**src/rtl/dijkstra_ci_initiator.sv**
```systemverilog
// Custom-instruction initiator: takes one command at a time, runs a single
// start/ready handshake with the Dijkstra responder, and returns the result.
module dijkstra_ci_initiator #(
    parameter int TIMEOUT_CYCLES = 65535,
    parameter int COUNT_WIDTH    = 16
) (
    input  logic                   clock,
    input  logic                   reset,
    input  logic                   cmd_valid,
    output logic                   cmd_ready,
    input  logic [7:0]             cmd_select_n,
    input  logic [31:0]            cmd_dataa,
    input  logic [31:0]            cmd_datab,
    output logic                   ci_start,
    output logic                   ci_reset,
    output logic [7:0]             ci_select_n,
    output logic [31:0]            ci_dataa,
    output logic [31:0]            ci_datab,
    input  logic [31:0]            ci_result,
    input  logic                   ci_ready,
    output logic                   rsp_valid,
    input  logic                   rsp_ready,
    output logic [31:0]            rsp_result,
    output logic [7:0]             rsp_select_n,
    output logic                   rsp_timeout,
    output logic                   busy,
    output logic [COUNT_WIDTH-1:0] txn_count
);

    typedef enum logic [2:0] {
        S_IDLE,
        S_ISSUE,
        S_WAIT,
        S_ABORT,
        S_RESPOND
    } state_t;

    localparam logic [19:0] TIMER_LAST = 20'(TIMEOUT_CYCLES - 1);

    state_t                 r_state;
    logic [19:0]            r_timer;
    logic                   r_cmdReady;
    logic                   r_ciStart;
    logic                   r_abort;
    logic                   r_busy;
    logic                   r_rspValid;
    logic [7:0]             r_ciSelectN;
    logic [31:0]            r_ciDataa;
    logic [31:0]            r_ciDatab;
    logic [31:0]            r_rspResult;
    logic                   r_rspTimeout;
    logic [COUNT_WIDTH-1:0] r_txnCount;

    // All outputs are registered here and change together with the state they describe.
    always_ff @(posedge clock or posedge reset) begin
        if (reset) begin
            r_state      <= S_IDLE;
            r_timer      <= '0;
            r_cmdReady   <= 1'b1;
            r_ciStart    <= 1'b0;
            r_abort      <= 1'b0;
            r_busy       <= 1'b0;
            r_rspValid   <= 1'b0;
            r_ciSelectN  <= '0;
            r_ciDataa    <= '0;
            r_ciDatab    <= '0;
            r_rspResult  <= '0;
            r_rspTimeout <= 1'b0;
            r_txnCount   <= '0;
        end else begin
            r_ciStart <= 1'b0;
            r_abort   <= 1'b0;
            unique case (r_state)
                S_IDLE: begin
                    if (cmd_valid) begin
                        r_ciSelectN <= cmd_select_n;
                        r_ciDataa   <= cmd_dataa;
                        r_ciDatab   <= cmd_datab;
                        r_cmdReady  <= 1'b0;
                        r_busy      <= 1'b1;
                        r_ciStart   <= 1'b1;
                        r_state     <= S_ISSUE;
                    end
                end
                S_ISSUE: begin
                    r_timer <= '0;
                    r_state <= S_WAIT;
                end
                S_WAIT: begin
                    r_timer <= r_timer + 20'd1;
                    // A completion in the expiry cycle still counts as success.
                    if (ci_ready) begin
                        r_rspResult  <= ci_result;
                        r_rspTimeout <= 1'b0;
                        r_rspValid   <= 1'b1;
                        r_state      <= S_RESPOND;
                    end else if (r_timer == TIMER_LAST) begin
                        r_abort <= 1'b1;
                        r_state <= S_ABORT;
                    end
                end
                S_ABORT: begin
                    r_rspResult  <= 32'hdeadbeef;
                    r_rspTimeout <= 1'b1;
                    r_rspValid   <= 1'b1;
                    r_state      <= S_RESPOND;
                end
                S_RESPOND: begin
                    if (rsp_ready) begin
                        r_txnCount <= r_txnCount + COUNT_WIDTH'(1);
                        r_rspValid <= 1'b0;
                        r_cmdReady <= 1'b1;
                        r_busy     <= 1'b0;
                        r_state    <= S_IDLE;
                    end
                end
                default: begin
                    r_state <= S_IDLE;
                end
            endcase
        end
    end

    // Master reset reaches the responder without waiting for a clock edge.
    assign ci_reset     = reset | r_abort;
    assign cmd_ready    = r_cmdReady;
    assign ci_start     = r_ciStart;
    assign ci_select_n  = r_ciSelectN;
    assign ci_dataa     = r_ciDataa;
    assign ci_datab     = r_ciDatab;
    assign rsp_valid    = r_rspValid;
    assign rsp_result   = r_rspResult;
    assign rsp_select_n = r_ciSelectN;
    assign rsp_timeout  = r_rspTimeout;
    assign busy         = r_busy;
    assign txn_count    = r_txnCount;

endmodule

```
**config.mk**
```make
export PLATFORM = sky130hd
export DESIGN_NAME = dijkstra_ci_initiator
export DESIGN_NICKNAME = d
export VERILOG_FILES = /design/src/rtl/dijkstra_ci_initiator.sv
export SDC_FILE = /design/constraint.sdc
export NUM_CORES = 1
export LEC_CHECK = 0
export BUFFER_PORTS_ARGS = -buffer_cell sky130_fd_sc_hd__buf_2
export CAP_MARGIN = 20
export CORE_UTILIZATION = 40
export DETAILED_ROUTE_END_ITERATION = 16
export PLACE_DENSITY_LB_ADDON = 0.05
export SYNTH_ARGS = -nofsm -noshare
export SYNTH_HDL_FRONTEND = slang
export SYNTH_SLANG_ARGS = --single-unit
```
**constraint.sdc**
```tcl
create_clock -name clock -period 5.83 [get_ports clock]
set_input_delay 1.166 -clock clock [delete_from_list [all_inputs] [get_ports clock]]
set_output_delay 1.166 -clock clock [all_outputs]
set_load 0.005 [all_outputs]
```
==> Word level (Yosys, flattened, before mapping) <==
Index checks and enable logic that the tools add are counted.
{ "totals": {"reg_bits": 149, "in_bits": 109, "out_inout_bits": 134, "wordCells": 59} }
{ "op_classes": {"addsub": 2, "n_eq_ne": 9, "mux": 23, "bitwise_logic": 1, "n_reduce_logical": 11} }
{ "op_table": {"columns": ["cell", "count"], "rows": [
  ["$pmux W32 S2", 1],
  ["$pmux W20 S2", 1],
  ["$mux W32", 1],
  ["$add A20 B1 Y20 const B", 1],
  ["$eq A20 B16 Y1 const B", 1],
  ["$add A16 B1 Y16 const B", 1],
  ["$pmux W3 S5", 1],
  ["$mux W3", 4],
  ["$mux W1", 11],
  ["$reduce_and A3 Y1", 3],
  ["$eq A3 B2 Y1 const B", 2],
  ["$ne A2 B2 Y1 const B", 3],
  ["$pmux W1 S2", 3],
  ["$reduce_and A2 Y1", 3],
  ["$reduce_bool A2 Y1", 3],
  ["$eq A3 B1 Y1 const B", 1],
  ["$eq A3 B3 Y1 const B", 1],
  ["$logic_not A3 Y1", 1],
  ["$ne A3 B3 Y1 const B", 1],
  ["$pmux W1 S3", 1],
  ["$reduce_bool A3 Y1", 1],
  ["$or A1 B1 Y1", 1]
]} }

==> Depth between registers and ports, before layout <==
{ "depth": {"ltp_word": 4, "ltp_mapped": 6, "mapped_depth_nobuf": 5} }

==> Worst setup path after synthesis <==
OpenSTA, ideal clock, no wires.
{ "synth_path": {"kind": "input -> output", "from": "in reset", "to": "out ci_reset", "t_arrival_ps": 1433, "required_ps": 4664, "path_slack_ps": 3231, "cell_stages": 1, "cell_sequence": "or2_2"} }
{ "synth_between": {"elab_chain_len": 1} }
{ "synth_rtl": {"columns": ["element", "line_no", "rtl"], "rows": [
  ["from (decl)", "8", "input logic reset,"],
  ["$or A1 B1 Y1", "125", "assign ci_reset = reset | r_abort;"],
  ["to (decl)", "15", "output logic ci_reset,"]
]} }
Every way passes these cells.

==> Worst setup path in the final report <==
Ends and elaborated chain as after synthesis.

==> results.ini <==
[run_status]
status=complete, no violations

[place]
dpl.hpwl_um=9570
port_buffers=242
place_congestion=0.744
place_area_sq_mm=0.00725

[clock_network]
postCtsSetupBuffers=0
ctsHoldBuffers=0
clk_latency_ps=420
clock_path_buffers=2
htree_levels=4
cts-root-buf=clkbuf_16
clk_pin_slew_ps=60
cts_sinks=149
cts_tree=yes
cts-buffers-inserted=17
cts_resized=0

[cells_and_area]
multi_input_area_sq_mm=0.00203
drive_gt1_share_pct=52.3
syn2layout_area_growth_pct=31.8
utilization_pct=54.0
final_common_cell=buf_2
seqCellArea_sq_mm=0.00373
nNetsFinal=775
layout.cells.most_common_list=buf_2, dfrtp_1, mux2_2
fillerInstances=1297
final_area_sq_mm=0.00782
antennaDiodeCount=0

[synth]
synth_edf_count=0
synthFlopType=dfrtp_1
netlist_area_sq_mm=0.00593
syn_inst=428
syn_nets=540
yosysSeqAreaShare_pct=62.9
ys_warn_count=0
async_reset_ff_share_pct=100
synth_area_per_cell_sq_um=13.9
yosysUniqueCellTypes=43
ys_seq_elements=149

[sta]
hold_violations=0
finalSetupTns_ps=0
period_needed_ps=2850
slew_headroom_pct=35.8
rsz0062_at_grt=no
fin_hold_ws_ps=466
clock.fmax_mhz=351
fin_crit_sh_pct=48.8
tightest_slew_ps=964
skew_ps=6.70
setup_viol=0
finalMaxSlewViolations=0

[global_route]
grt_pass1_wl_um=21300
gr-total-overflow=0
grt_util_all_layers_pct=18.5
grt_antenna_before_repair=0
grt_pass1_vias=4168
grt_max_degree=105

[die]
start_util_pct=40.9
placeableCoreArea_sq_mm=0.0145
fp.dieH_um=124
rows=44
dieArea_sq_mm=0.0153
num_io_pins=243
die_x_um=124

[detailed_routing]
routed_wl_um=13500
first_iter_violations=217
viasPerCell=4.92
drc=0
drt-wirelength-per-cell_um=15.7
ant_nets=0
num_vias=4230
firstDrtPassIters=4

[setup_path]
path_max_fanout=2
startpoint_type=input port
crit_type=input port to output port
timing.rr.start=r_state[0]$_DFFE_PP0P_
critPathRequiredTime_ps=4660
endpoint_kind=output port
crit_path_start=reset
worstPathArrival_ps=1680

[worst_hold_path]
hp-class=register to register
worstHoldStart=txn_count[15]$_DFFE_PP0P_

[power_and_ir_drop]
max-vdd-ir-drop_uv=225
leakage_nw=3.76
power_density_mw_per_mm2=501
power_w=0.00391

[flow_run]
maxCapViolCount=0

## metal layers
metal	global-route usage (%)	vias to the layer above	routed length, um
met4	7.45	0	189
met5	0	-	0
met3	5.91	16	1060
met1	22.0	2045	5440
li1	-	2023	-
met2	30.8	146	6800
## sequential cells by signal (all words and copies together) (netlist names), 3 cells and up
name,flops
r_state,3
ci_select_n,8
ci_datab,32
txn_count,16
r_timer,20
ci_dataa,32
rsp_result,32
## cells by family after synthesis
group,Yosys count,share of synthesized area [%]
flops,149,62.9
fa+ha+maj,3,0.633
simple gates,83,7.91
buf+inv,36,2.98
compound gates,57,7.45
mux,85,15.9
xor+xnor,15,2.22
## report_power, final
group	switching, W	internal, W
registers	0.000211	0.00143
logic	0.000530	0.000692
clock network	0.000408	0.000646
## metrics by stage
stage	std cells	setup slack, ps
floorplan	428	658
global placement	828	2980
detailed placement	828	2970
CTS	859	2980
global route	859	2960
finish	859	2980
## area by class of cell
class / count / share of cell area [%]
Sequential cell: 149 / 47.7
Tap cell: 184 / 2.95
Clock inverter: 10 / 1.36
Clock buffer: 21 / 5.89
Timing Repair Buffer: 244 / 15.7
Inverter: 8 / 0.448
Multi-Input combinational cell: 243 / 25.9
## Yosys cell counts, types with 3 or more instances
cell type	count	share of area (%)
a22o_1	9	1.3
mux2_2	73	14
a21oi_1	6	0.51
nor2_1	7	0.44
nand2_1	26	1.6
nor3_1	3	0.25
nand4_1	12	1.3
and3_1	3	0.32
nor4b_1	3	0.44
clkbuf_1	11	0.70
ha_1	3	0.63
inv_1	8	0.51
xnor2_1	13	1.9
dfrtp_1	148	62
o22a_1	24	3.5
buf_4	8	1.0
nand3_1	13	1.1
mux2i_1	12	2.0
buf_2	9	0.76
o21ai_0	5	0.42
## path summary, 6_finish.rpt
kind | end | slack, ps | depth (start not counted)
setup / recovery | ci_reset | 2980 | 3
hold / removal | txn_count[15]$_DFFE_PP0P_ | 470 | 1
setup reg to reg | txn_count[7]$_DFFE_PP0P_ | 3630 | 4
hold reg to reg | txn_count[15]$_DFFE_PP0P_ | 470 | 1
max in group asynchronous | rsp_result[2]$_DFFE_PP0P_ | 3760 | 3
min in group asynchronous | ci_datab[10]$_DFFE_PP0P_ | 940 | 2
## critical path, stage by stage
cell	delay (ps)
buf_2	130
or2_2	260
buf_2	120
(Power assumes the default switching activity.)
